`src/rtl/softmax_pkg.sv`:
```
// Shared types and floating-point helpers for the softmax max-search stage.
// Optional feature macro used by this slice: SOFTMAX_NAN_CHECK_EN.
package softmax_pkg;

  typedef enum logic [2:0] {
    ST_IDLE,
    ST_READ,
    ST_DRAIN,
    ST_REDUCE,
    ST_DONE
  } state_t;

  // Wide enough for any float format this stage is expected to handle.
  localparam int unsigned FP_MAX_W = 64;
  typedef logic [FP_MAX_W-1:0] fp_word_t;

  // -inf: sign set, exponent all ones, mantissa zero.
  function automatic fp_word_t fp_neg_inf(input int unsigned exp_w, input int unsigned mant_w);
    fp_word_t ones;
    ones = (fp_word_t'(1) << (exp_w + 1)) - fp_word_t'(1);
    return ones << mant_w;
  endfunction

  // Canonical quiet NaN: sign clear, exponent all ones, only the mantissa MSB set.
  function automatic fp_word_t fp_qnan(input int unsigned exp_w, input int unsigned mant_w);
    fp_word_t exp_ones;
    exp_ones = (fp_word_t'(1) << exp_w) - fp_word_t'(1);
    return (exp_ones << mant_w) | (fp_word_t'(1) << (mant_w - 1));
  endfunction

  // Maps a sign-magnitude float onto an unsigned key whose integer order
  // matches the float order: negatives are inverted, positives get the MSB set.
  function automatic fp_word_t fp_key(input fp_word_t x, input int unsigned width);
    fp_word_t mask;
    fp_word_t msb;
    mask = (fp_word_t'(1) << width) - fp_word_t'(1);
    msb  = fp_word_t'(1) << (width - 1);
    if ((x & msb) != '0) begin
      return ~x & mask;
    end
    return (x | msb) & mask;
  endfunction

endpackage

```
`src/rtl/softmax_max_reduce_if.sv`:
```
// Request / memory-read / result bundle of the softmax max-search stage.
// nan_flag exists only when SOFTMAX_NAN_CHECK_EN is defined.
interface softmax_max_reduce_if #(
  parameter int DATAWIDTH = 16,
  parameter int NUM       = 4,
  parameter int ADDRSIZE  = 8
);
  localparam int LW = $clog2(NUM + 1);

  logic                     start;
  logic [ADDRSIZE-1:0]      addr_limit;
  logic [LW-1:0]            last_valid;
  logic [DATAWIDTH*NUM-1:0] inp;
  logic                     rd_en;
  logic [ADDRSIZE-1:0]      addr;
  logic                     busy;
  logic [DATAWIDTH-1:0]     max_out;
  logic                     max_valid;
`ifdef SOFTMAX_NAN_CHECK_EN
  logic                     nan_flag;

  modport master (output start, addr_limit, last_valid, inp,
                  input  rd_en, addr, busy, max_out, max_valid, nan_flag);
  modport slave  (input  start, addr_limit, last_valid, inp,
                  output rd_en, addr, busy, max_out, max_valid, nan_flag);
`else
  modport master (output start, addr_limit, last_valid, inp,
                  input  rd_en, addr, busy, max_out, max_valid);
  modport slave  (input  start, addr_limit, last_valid, inp,
                  output rd_en, addr, busy, max_out, max_valid);
`endif
endinterface

```
`src/rtl/softmax_max_reduce_fp_max2.sv`:
```
// Combinational two-input float max. Returns a unless b is strictly larger;
// +0 and -0 are treated as equal so the first operand's pattern survives.
module fp_max2
  import softmax_pkg::*;
#(
  parameter int DATAWIDTH = 16
) (
  input  logic [DATAWIDTH-1:0] a,
  input  logic [DATAWIDTH-1:0] b,
  output logic [DATAWIDTH-1:0] y
);

  fp_word_t key_a;
  fp_word_t key_b;
  logic     both_zero;
  logic     b_wins;

  // Order both operands by key and pick the winner, a on ties.
  always_comb begin
    key_a     = fp_key(fp_word_t'(a), DATAWIDTH);
    key_b     = fp_key(fp_word_t'(b), DATAWIDTH);
    both_zero = (a[DATAWIDTH-2:0] == '0) && (b[DATAWIDTH-2:0] == '0);
    b_wins    = (key_b > key_a) && !both_zero;
    y         = b_wins ? b : a;
  end

endmodule

```
`src/rtl/softmax_max_reduce.sv`:
```
// Streams NUM-lane float words from addresses 0..addr_limit, keeps a running
// per-lane max and reduces the lanes to one global maximum.
// Optional NaN detection is compiled in with SOFTMAX_NAN_CHECK_EN.
module softmax_max_reduce
  import softmax_pkg::*;
#(
  parameter int DATAWIDTH = 16,
  parameter int EXPWIDTH  = 5,
  parameter int MANTWIDTH = 10,
  parameter int NUM       = 4,
  parameter int ADDRSIZE  = 8,
  parameter int RD_LAT    = 1
) (
  input logic                 clk,
  input logic                 reset,
  softmax_max_reduce_if.slave bus
);

  localparam int LW   = $clog2(NUM + 1);
  localparam int LOGN = $clog2(NUM);
  localparam int PADN = 1 << LOGN;

  localparam fp_word_t             NEG_INF_W = fp_neg_inf(EXPWIDTH, MANTWIDTH);
  localparam logic [DATAWIDTH-1:0] NEG_INF   = NEG_INF_W[DATAWIDTH-1:0];
`ifdef SOFTMAX_NAN_CHECK_EN
  localparam fp_word_t             QNAN_W    = fp_qnan(EXPWIDTH, MANTWIDTH);
  localparam logic [DATAWIDTH-1:0] QNAN      = QNAN_W[DATAWIDTH-1:0];
`endif

  state_t               state, state_nx;
  logic                 start_acc;
  logic                 issue;
  logic                 issue_last;
  logic                 busy_c;
  logic                 max_valid_c;
  logic [ADDRSIZE-1:0]  limit_q;
  logic [ADDRSIZE-1:0]  addr_q;
  logic [LW-1:0]        last_valid_q;
  logic [RD_LAT-1:0]    tag_v;
  logic [RD_LAT-1:0]    tag_l;
  logic                 tag_out_v;
  logic                 tag_out_l;
  logic                 pending;
  logic [DATAWIDTH-1:0] acc      [NUM];
  logic [DATAWIDTH-1:0] lane_in  [NUM];
  logic [DATAWIDTH-1:0] lane_max [NUM];
  logic [DATAWIDTH-1:0] tree_max;
  logic [DATAWIDTH-1:0] max_q;

  assign start_acc  = (state == ST_IDLE) && bus.start;
  assign issue_last = (addr_q == limit_q);
  assign tag_out_v  = tag_v[RD_LAT-1];
  assign tag_out_l  = tag_l[RD_LAT-1];
  assign pending    = |tag_v;

  // State register.
  // NOTE: clocked state always uses non-blocking (<=) so every flop samples pre-edge values.
  always_ff @(posedge clk or negedge reset) begin
    if (!reset) state <= ST_IDLE;
    else        state <= state_nx;
  end

  // Next-state and control decode.
  // NOTE: every signal gets a default first, so no path leaves one unassigned (no latches).
  always_comb begin
    state_nx    = state;
    issue       = 1'b0;
    busy_c      = 1'b1;
    max_valid_c = 1'b0;
    case (state)
      ST_IDLE: begin
        busy_c = 1'b0;
        if (bus.start) state_nx = ST_READ;
      end
      ST_READ: begin
        issue = 1'b1;
        if (issue_last) state_nx = ST_DRAIN;
      end
      ST_DRAIN: begin
        if (!pending) state_nx = ST_REDUCE;
      end
      ST_REDUCE: state_nx = ST_DONE;
      ST_DONE: begin
        max_valid_c = 1'b1;
        state_nx    = ST_IDLE;
      end
      default: begin
        busy_c   = 1'b0;
        state_nx = ST_IDLE;
      end
    endcase
  end

  // Latch the request and step the read address once per issued read.
  always_ff @(posedge clk or negedge reset) begin
    if (!reset) begin
      limit_q      <= '0;
      last_valid_q <= '0;
      addr_q       <= '0;
    end else if (start_acc) begin
      limit_q      <= bus.addr_limit;
      last_valid_q <= bus.last_valid;
      addr_q       <= '0;
    end else if (issue && !issue_last) begin
      addr_q <= addr_q + 1'b1;
    end
  end

  // {valid, last} tags travel alongside each read for RD_LAT cycles.
  always_ff @(posedge clk or negedge reset) begin
    if (!reset) begin
      tag_v <= '0;
      tag_l <= '0;
    end else begin
      tag_v[0] <= issue;
      tag_l[0] <= issue && issue_last;
      for (int i = 1; i < RD_LAT; i++) begin
        tag_v[i] <= tag_v[i-1];
        tag_l[i] <= tag_l[i-1];
      end
    end
  end

  // Split the read word into lanes; lanes past last_valid on the final word become -inf.
  always_comb begin
    for (int i = 0; i < NUM; i++) begin
      lane_in[i] = bus.inp[DATAWIDTH*i +: DATAWIDTH];
      if (tag_out_l && (last_valid_q != '0) && (int'(last_valid_q) < NUM) &&
          (i >= int'(last_valid_q))) begin
        lane_in[i] = NEG_INF;
      end
    end
  end

  for (genvar i = 0; i < NUM; i++) begin : g_lane
    fp_max2 #(.DATAWIDTH(DATAWIDTH)) u_lane_max (
      .a (acc[i]),
      .b (lane_in[i]),
      .y (lane_max[i])
    );
  end

  // Per-lane running maximum, restarted at -inf by each accepted start.
  // NOTE: the accumulator array is only NUM words of flops and must hold -inf before
  // the first compare, so it is reset like any other register.
  always_ff @(posedge clk or negedge reset) begin
    if (!reset) begin
      for (int i = 0; i < NUM; i++) acc[i] <= NEG_INF;
    end else if (start_acc) begin
      for (int i = 0; i < NUM; i++) acc[i] <= NEG_INF;
    end else if (tag_out_v) begin
      for (int i = 0; i < NUM; i++) acc[i] <= lane_max[i];
    end
  end

  // Reduction tree over the lanes, padded with -inf; the lower lane sits on the 'a' side.
  for (genvar l = 0; l <= LOGN; l++) begin : g_lvl
    logic [DATAWIDTH-1:0] v [PADN >> l];
    if (l == 0) begin : g_leaf
      for (genvar i = 0; i < PADN; i++) begin : g_i
        if (i < NUM) begin : g_real
          assign v[i] = acc[i];
        end else begin : g_pad
          assign v[i] = NEG_INF;
        end
      end
    end else begin : g_node
      for (genvar i = 0; i < (PADN >> l); i++) begin : g_i
        fp_max2 #(.DATAWIDTH(DATAWIDTH)) u_node (
          .a (g_lvl[l-1].v[2*i]),
          .b (g_lvl[l-1].v[2*i+1]),
          .y (v[i])
        );
      end
    end
  end

  assign tree_max = g_lvl[LOGN].v[0];

`ifdef SOFTMAX_NAN_CHECK_EN
  logic any_nan;
  logic nan_sticky;
  logic nan_flag_q;

  // A NaN has an all-ones exponent and a non-zero mantissa; masked lanes are -inf, never NaN.
  always_comb begin
    any_nan = 1'b0;
    for (int i = 0; i < NUM; i++) begin
      if ((&lane_in[i][DATAWIDTH-2:MANTWIDTH]) && (|lane_in[i][MANTWIDTH-1:0])) any_nan = 1'b1;
    end
  end

  // Result register; a NaN seen anywhere in the run forces the canonical qNaN.
  always_ff @(posedge clk or negedge reset) begin
    if (!reset) begin
      max_q      <= '0;
      nan_sticky <= 1'b0;
      nan_flag_q <= 1'b0;
    end else begin
      if (start_acc) begin
        nan_sticky <= 1'b0;
        nan_flag_q <= 1'b0;
      end else if (tag_out_v && any_nan) begin
        nan_sticky <= 1'b1;
      end
      if (state == ST_REDUCE) begin
        max_q      <= nan_sticky ? QNAN : tree_max;
        nan_flag_q <= nan_sticky;
      end
    end
  end

  assign bus.nan_flag = nan_flag_q;
`else
  // Result register, loaded once from the reduction tree and held until the next result.
  always_ff @(posedge clk or negedge reset) begin
    if (!reset)                  max_q <= '0;
    else if (state == ST_REDUCE) max_q <= tree_max;
  end
`endif

  assign bus.rd_en     = issue;
  assign bus.addr      = addr_q;
  assign bus.busy      = busy_c;
  assign bus.max_out   = max_q;
  assign bus.max_valid = max_valid_c;

endmodule

```
`src/flat_wrapper.sv`:
```
// flat-port wrapper written by rule: the top's interface ports become plain ports
module softmax_max_reduce_flat import softmax_pkg::*;
#(
  parameter int DATAWIDTH = 16,
  parameter int EXPWIDTH  = 5,
  parameter int MANTWIDTH = 10,
  parameter int NUM       = 4,
  parameter int ADDRSIZE  = 8,
  parameter int RD_LAT    = 1
)
  (clk, reset, bus_start, bus_addr_limit, bus_last_valid, bus_inp, bus_rd_en, bus_addr, bus_busy, bus_max_out, bus_max_valid);
  softmax_max_reduce_if #(.DATAWIDTH(DATAWIDTH), .NUM(NUM), .ADDRSIZE(ADDRSIZE)) bus_i ();
  input logic clk;
  input logic reset;
  input wire logic [$bits(bus_i.start)-1:0] bus_start;
  input wire logic [$bits(bus_i.addr_limit)-1:0] bus_addr_limit;
  input wire logic [$bits(bus_i.last_valid)-1:0] bus_last_valid;
  input wire logic [$bits(bus_i.inp)-1:0] bus_inp;
  output wire logic [$bits(bus_i.rd_en)-1:0] bus_rd_en;
  output wire logic [$bits(bus_i.addr)-1:0] bus_addr;
  output wire logic [$bits(bus_i.busy)-1:0] bus_busy;
  output wire logic [$bits(bus_i.max_out)-1:0] bus_max_out;
  output wire logic [$bits(bus_i.max_valid)-1:0] bus_max_valid;
  assign bus_i.start = bus_start;
  assign bus_i.addr_limit = bus_addr_limit;
  assign bus_i.last_valid = bus_last_valid;
  assign bus_i.inp = bus_inp;
  assign bus_rd_en = bus_i.rd_en;
  assign bus_addr = bus_i.addr;
  assign bus_busy = bus_i.busy;
  assign bus_max_out = bus_i.max_out;
  assign bus_max_valid = bus_i.max_valid;
  softmax_max_reduce #(.DATAWIDTH(DATAWIDTH), .EXPWIDTH(EXPWIDTH), .MANTWIDTH(MANTWIDTH), .NUM(NUM), .ADDRSIZE(ADDRSIZE), .RD_LAT(RD_LAT)) u_core (.clk(clk), .reset(reset), .bus(bus_i));
endmodule
```
`config.mk`:
```
export PLATFORM = sky130hd
export DESIGN_NAME = softmax_max_reduce_flat
export DESIGN_NICKNAME = d
export VERILOG_FILES = /design/src/rtl/softmax_pkg.sv /design/src/rtl/softmax_max_reduce_if.sv /design/src/rtl/softmax_max_reduce_fp_max2.sv /design/src/rtl/softmax_max_reduce.sv /design/src/flat_wrapper.sv
export SDC_FILE = /design/constraint.sdc
export NUM_CORES = 1
export LEC_CHECK = 0
export ABC_AREA = 1
export ABC_CLOCK_PERIOD_IN_PS = 4920
export CAP_MARGIN = 10
export CORE_UTILIZATION = 50
export DETAILED_ROUTE_END_ITERATION = 16
export PLACE_DENSITY = 0.74
export SYNTH_ARGS = -nofsm -noshare
export SYNTH_HDL_FRONTEND = slang
export SYNTH_SLANG_ARGS = --single-unit
```
`constraint.sdc`:
```
create_clock -name clk -period 4.92 [get_ports clk]
set_input_delay 0.984 -clock clk [delete_from_list [all_inputs] [get_ports clk]]
set_output_delay 0.984 -clock clk [all_outputs]
set_load 0.01 [all_outputs]
```
==> summary.md, run 1 <==
| Metric | Value |
|---|---|
| Outcome | completed |
| Largest stage delay on the critical path | 0.67 ns |
| Clock sinks | 104 |
| Core area | 19000 sq um |
| Crit end category | flip-flop |
| CP bufs+invs | 5 |
| Crit share post-route | 0.946 |
| Area grow syn2layout | 19.9% |
| Final Instance Area | 11800 sq um |
| Timing-limited maximum frequency | 215 MHz |
| Min-delay src | u_core.last_valid_q[2] |
| DR iter-0 viols | 595 |
| Dpl hpwl | 22000 microns |
| Number of global-route vias before repair | 9277 |
| Share of the synthesized area in the top cell type | 0.203 |
| Starting Density | 0.518 |
| Number of cells produced by synthesis | 1388 |
| CP top delay family | simple AND/OR/NAND/NOR gates |
| Endpoints failing setup | 0 |
| WL per Instance | 16.1 microns |
| Cell with the most instances after synthesis | nand2_1 |
| Max_cap viols | 0 |
| Largest cells by area after synthesis | dfrtp_1, nand2_1, ha_1, xnor2_1, inv_1 |
| Via density per instance | 5.45 |
| Number of flops mapped to enable cells by yosys | 0 |
| Worst-path fanout max | 15 |
| Vias | 9645 |
| H-tree Lvls | 3 |
| Post-synth ARST share | 1.00 |
| GRT Total Usage | 0.286 |
| Row cnt | 50 |
| Syn_nets | 1570 |
| Clk root buf | clkbuf_16 |
| Final nets | 1687 |
| First-pass detailed-route iteration total | 5 |
| Die height | 142 microns |
| Share of layout cells above drive strength 1 | 0.105 |
| TritonCTS clock tree | done |
| Reg-to-Reg Start | u_core.acc[15] |
| Fin crit period | 4.65 ns |
| Worst Setup SP | u_core.acc[15] |
| Post-route ant nets | 0 |
| Placed Area | 11100 sq um |
| Yosys reg bits | 104 |
| Io pins | 105 |
| Clk Latency, worst-skew pair | 0.37 ns |
| Gpl congestion | 0.934 |
| Drt total wl | 28500 microns |
| Die area | 20300 sq um |
| Yosys warns | 0 |
| Post-CTS Hold Buffers | 0 |
| Global-route wire length before repair | 45400 microns |
| Slew Limit Fails | 0 |
| Reg clk slew, reported paths | 0.08 ns |
| Post-synth top cells | nand2_1, inv_1, nand3_1, ha_1, xnor2_1 |
| Hold/Removal Path Class | reg -> reg |
| Crit path kind | reg -> reg |
| Final hold viol count | 0 |
| Part of the Yosys area used for sequential elements | 0.267 |
| Required @ worst endpoint | 5.17 ns |
| CP max-delay cell | dfstp_4 |
| Diodes inserted | 0 |
| Setup Skew | 0.0106 ns |
| Pin count of the biggest net entering global routing | 61 |
| GR Overflow Total | 0 |
| Synthesized area | 9850 sq um |
| Synth Flop Type | dfrtp_1 |
| Slew @ Worst Pin | 0.955 ns |
| Initial antenna violation count | 0 |
| Setup crit start kind | flip-flop |
| Library cells used by synthesis | 46 |
| CP Data Arrival Time | 4.91 ns |
| Worst-case clock buffer depth | 2 |
| PortBufs | 104 |
| Chip width | 142 microns |
| Syn Area/Cell | 7.10 sq um |
| Slew headroom | 0.363 |
| CTS Buf Count | 9 |
| Cell taking the most area after synthesis | dfrtp_1 |
| DRC violations left | 0 |
| Most frequent CP cell | nand2_1 |
-- final cells by class --
class,count,area [sq um]
repair buffers,152,1500
fillers,1748,7210
inverters,179,677
clock inverters,7,77.6
well taps,260,325
multi-input cells,1059,6360
flip-flops and latches,104,2650
clock buffers,9,225
-- state kept, by name, indices dropped and copies added (netlist names) --
register and count:
u_core.tag_l 1, u_core.state 3, u_core.last_valid_q 3, u_core.bus.addr 8
u_core.limit_q 8, u_core.pending 1, u_core.bus.max_out 16, u_core.acc 64
-- final timing paths --
path,endpoint,slack [ns],cells past startpoint
worst max register to register,u_core.bus.max_out[13],0.27,34
worst min-delay path,u_core.last_valid_q[2],0.49,2
min in group asynchronous,u_core.last_valid_q[0],0.69,1
worst max-delay path,u_core.bus.max_out[13],0.27,34
max in group asynchronous,u_core.acc[41],3.09,2
worst min register to register,u_core.last_valid_q[2],0.49,2
-- tightest hold or removal path, cell delays in order, from the launching register on --
cell and delay, ns:
dfrtp_1 0.35, nand2_1 0.05, nand2_1 0.06
-- cell usage in the layout (no fill, tap or decap), types with 3 or more instances in the layout --
cell / Yosys / final
inv_1: 173 / 173
o21ai_1: 3 / 4
nand4_1: 26 / 26
xnor2_1: 86 / 85
a21oi_2: 2 / 4
buf_12: 1 / 6
clkdlybuf4s50_1: 0 / 103
buf_6: 5 / 4
inv_6: 0 / 3
dfrtp_1: 80 / 80
nor2_2: 4 / 8
inv_2: 3 / 3
nand3b_1: 3 / 3
dfstp_4: 0 / 4
o21bai_1: 3 / 3
buf_4: 5 / 38
clkbuf_16: 0 / 9
o21ai_4: 3 / 3
nor3_1: 24 / 24
nand2_1: 348 / 345
nand2_2: 28 / 31
o21ai_0: 71 / 69
xor2_2: 0 / 3
nand2_4: 6 / 5
xor2_1: 36 / 33
a21oi_1: 67 / 65
o22ai_1: 17 / 17
dfstp_2: 24 / 20
nor4_1: 13 / 13
nand3_1: 112 / 111
o211ai_1: 3 / 3
nor2_1: 80 / 76
ha_1: 104 / 104
or4_1: 3 / 3
-- metal layers --
layer,vias to the layer above,share of wire,GRT usage
met4,0,0.043,0.149
met1,4492,0.41,0.343
met2,312,0.50,0.497
met3,72,0.054,0.0421
li1,4769,-,-
met5,-,0,0
-- kinds of logic (layout without fill, tap and decap cells) --
logic type / Yosys count / after routing / synth area share
DFF: 104 / 104 / 0.267
and+or+nand+nor: 652 / 652 / 0.293
xor gates and xnor gates: 122 / 122 / 0.108
AOI/OAI and AO/OA: 181 / 181 / 0.104
adders and majority gates: 104 / 104 / 0.132
buffers and inverters: 225 / 347 / 0.0950
-- per-stage QoR --
step | utilization | setup slack [ns] | cells | setup TNS (ns) | hold WS, ns
floorplan | - | 0.0661 | 1388 | 0 | 0.450
global placement | 0.585 | 0.0764 | 1729 | 0 | 0.466
detailed placement | 0.585 | -0.0243 | 1729 | -0.0983 | 0.471
CTS | 0.606 | 0.121 | 1752 | 0 | 0.491
global route | 0.621 | -0.0387 | 1770 | -0.275 | 0.523
finish | 0.621 | 0.265 | 1770 | 0 | 0.491
-- timing repair --
action                                  CTS  global route
gates cloned                              0             0
hold endpoints to repair                  0             0
endpoints found under the setup margin   15            15
resized for setup                         0            28
pin swaps                                 2             5
buffers inserted                          7            18
Power of run 1 is not shown: default switching activity piles up to over one toggle a cycle in this logic, so the estimate is an artifact.
==> run 2: changes to the inputs <==
--- a/config.mk
+++ b/config.mk
@@ -12,2 +12,3 @@
 export DETAILED_ROUTE_END_ITERATION = 16
+export GPL_ROUTABILITY_DRIVEN = 0
 export PLACE_DENSITY = 0.74
==> constraint.sdc (replaced) <==
create_clock -name clk -period 4.92 [get_ports clk]
set_input_delay 0.492 -clock clk [delete_from_list [all_inputs] [get_ports clk]]
set_output_delay 0.492 -clock clk [all_outputs]
set_load 0.01 [all_outputs]
==> summary.md, run 2 (synthesized netlist as in run 1, its figures left out) <==
| Metric | Value |
|---|---|
| DR iter-0 viols | 646 (was 595) |
| Final nets | 1680 (was 1687) |
| Reg clk slew, reported paths | 0.08 ns (about the same) |
| Most frequent cells in the layout | nand2_1, inv_1, nand3_1, ha_1, clkdlybuf4s50_1 (unchanged) |
| Reg-to-reg slack, setup | 0.22 ns (was 0.27 ns) |
| Max_cap viols | 0 (unchanged) |
| Io pins | 105 (unchanged) |
| Core area | 19000 sq um (unchanged) |
| Endpoints failing setup | 0 (unchanged) |
| Slew Limit Fails | 0 (unchanged) |
| Pin count of the biggest net entering global routing | 65 (was 61) |
| First-pass detailed-route iteration total | 8 (was 5) |
| Share of layout cells above drive strength 1 | 0.0971 (was 0.105) |
| Outcome | completed (unchanged) |
| Clk Latency, worst-skew pair | 0.37 ns (about the same) |
| DRC violations left | 0 (unchanged) |
| Hold WS | 0.228 ns (was 0.491 ns) |
| Crit end category | flip-flop (unchanged) |
| Setup crit end | u_core.bus.max_out[1] (was u_core.bus.max_out[13]) |
| Post-route ant nets | 0 (unchanged) |
| Final core utilization | 0.616 (was 0.621) |
| Worst Setup SP | u_core.acc[15] (unchanged) |
| Worst-case clock buffer depth | 2 (unchanged) |
| Via density per instance | 5.44 (was 5.45) |
| Die area | 20300 sq um (unchanged) |
| Drt total wl | 28600 microns (was 28500 microns) |
| FF-to-FF End | u_core.bus.max_out[1] (was u_core.bus.max_out[13]) |
| Dpl hpwl | 21800 microns (was 22000 microns) |
| H-tree Lvls | 3 (unchanged) |
| Most common cell after layout, fill and taps aside | nand2_1 (unchanged) |
| Most frequent CP cell | nand2_1 (unchanged) |
| Hold/Removal Path Class | in -> async (was reg -> reg) |
| Die height | 142 microns (unchanged) |
| Final hold viol count | 0 (unchanged) |
| Crit path kind | reg -> reg (unchanged) |
| GR Overflow Total | 0 (unchanged) |
| Crit share post-route | 0.955 (was 0.946) |
| Reg-to-Reg Start | u_core.acc[15] (unchanged) |
| Global-route wire length before repair | 45500 microns (was 45400 microns) |
| Number of global-route vias before repair | 9168 (was 9277) |
| TritonCTS clock tree | done (unchanged) |
| Timing-limited maximum frequency | 213 MHz (was 215 MHz) |
| WL per Instance | 16.2 microns (was 16.1 microns) |
| Diodes inserted | 0 (unchanged) |
| Largest register by flop count | u_core.acc (unchanged) |
| CP bufs+invs | 5 (unchanged) |
| CP max-delay cell | dfstp_4 (unchanged) |
| PortBufs | 104 (unchanged) |
| Initial antenna violation count | 0 (unchanged) |
| Row cnt | 50 (unchanged) |
| Required @ worst endpoint | 5.18 ns (was 5.17 ns) |
| Worst path depth | 31 (was 34) |
| Area grow syn2layout | 18.9% (was 19.9%) |
| Setup Skew | 0.00950 ns (was 0.0106 ns) |
| Largest stage delay on the critical path | 0.66 ns (was 0.67 ns) |
| Starting Density | 0.518 (unchanged) |
| Vias | 9599 (was 9645) |
| Slew headroom | 0.305 (was 0.363) |
| CTS Buf Count | 9 (unchanged) |
| Reg2reg path depth | 31 (was 34) |
| Clock sinks | 104 (unchanged) |
| CP Data Arrival Time | 4.96 ns (was 4.91 ns) |
| Clk root buf | clkbuf_16 (unchanged) |
| Worst-path fanout max | 12 (was 15) |
| GRT Total Usage | 0.288 (was 0.286) |
| Fin crit period | 4.70 ns (was 4.65 ns) |
| Chip width | 142 microns (unchanged) |
| Setup crit start kind | flip-flop (unchanged) |
| Max reg flops | 64 (unchanged) |
| Slew @ Worst Pin | 1.04 ns (was 0.955 ns) |
| CP top delay family | simple AND/OR/NAND/NOR gates (unchanged) |
| Post-CTS Hold Buffers | 0 (unchanged) |
-- run 2: cell count changes in the layout (fill, tap and decap cells not counted), sizes merged --
cell,change
clkbuf,+1
buf,-9
clkinvlp,+1
inv,-1
nand2,+1
-- run 2: layout make-up --
class	count	area, sq um
Clock buffer	9	225
Clock inverter	7	87.6
Fill cell	1749	7300
Inverter	179	677
Multi-Input combinational cell	1060	6350
Sequential cell	104	2650
Tap cell	260	325
Timing Repair Buffer	144	1400
-- run 2: repair_timing --
action                     in CTS  in global routing
resized for setup               1                 23
setup endpoints to repair      15                 15
gates cloned                    0                  2
buffers inserted                8                  8
pin swaps                       2                  5
-- run 2: worst min path at each step --
stage,endpoint,cells after the start,startpoint,slack [ns]
floorplan,u_core.acc[0],0,reset,0.20
global placement,u_core.last_valid_q[2],2,u_core.last_valid_q[2],0.46
detailed placement,u_core.bus.max_out[0],2,u_core.bus.max_out[0],0.48
CTS,u_core.last_valid_q[1],1,reset,0.27
global route,u_core.last_valid_q[1],1,reset,0.30
finish,u_core.last_valid_q[1],1,reset,0.23
-- run 2: through the flow --
stage                     std cells  setup WS (ns)  area [sq um]  TNS (ns)
after floorplan                1388         0.0661          9850         0
after global placement         1728         0.0635         11100         0
after detailed placement       1728         -0.120         11100     -1.61
after CTS                      1752         0.0586         11500         0
after global routing           1763        -0.0623         11700    -0.659
final                          1763          0.221         11700         0
-- run 2: routing by layer --
layer  vias up  GRT usage  wire length [microns]
met3        78     0.0448                   1230
li1       4757          -                      -
met4         0      0.126                   1120
met2       268      0.496                  14000
met1      4496      0.355                  12200
met5         -          0                      0
-- run 2: worst register-to-register path: cells and delay by family (launching register included) --
| kind | cells | cell delay, ns |
|---|---|---|
| buffers and inverters | 5 | 0.65 |
| and+or+nand+nor | 16 | 1.37 |
| DFF | 1 | 0.66 |
| adders and majority gates | 2 | 0.60 |
| xor gates and xnor gates | 2 | 0.38 |
| AOI/OAI and AO/OA | 6 | 0.94 |
Power of run 2 is left out for the same reason.
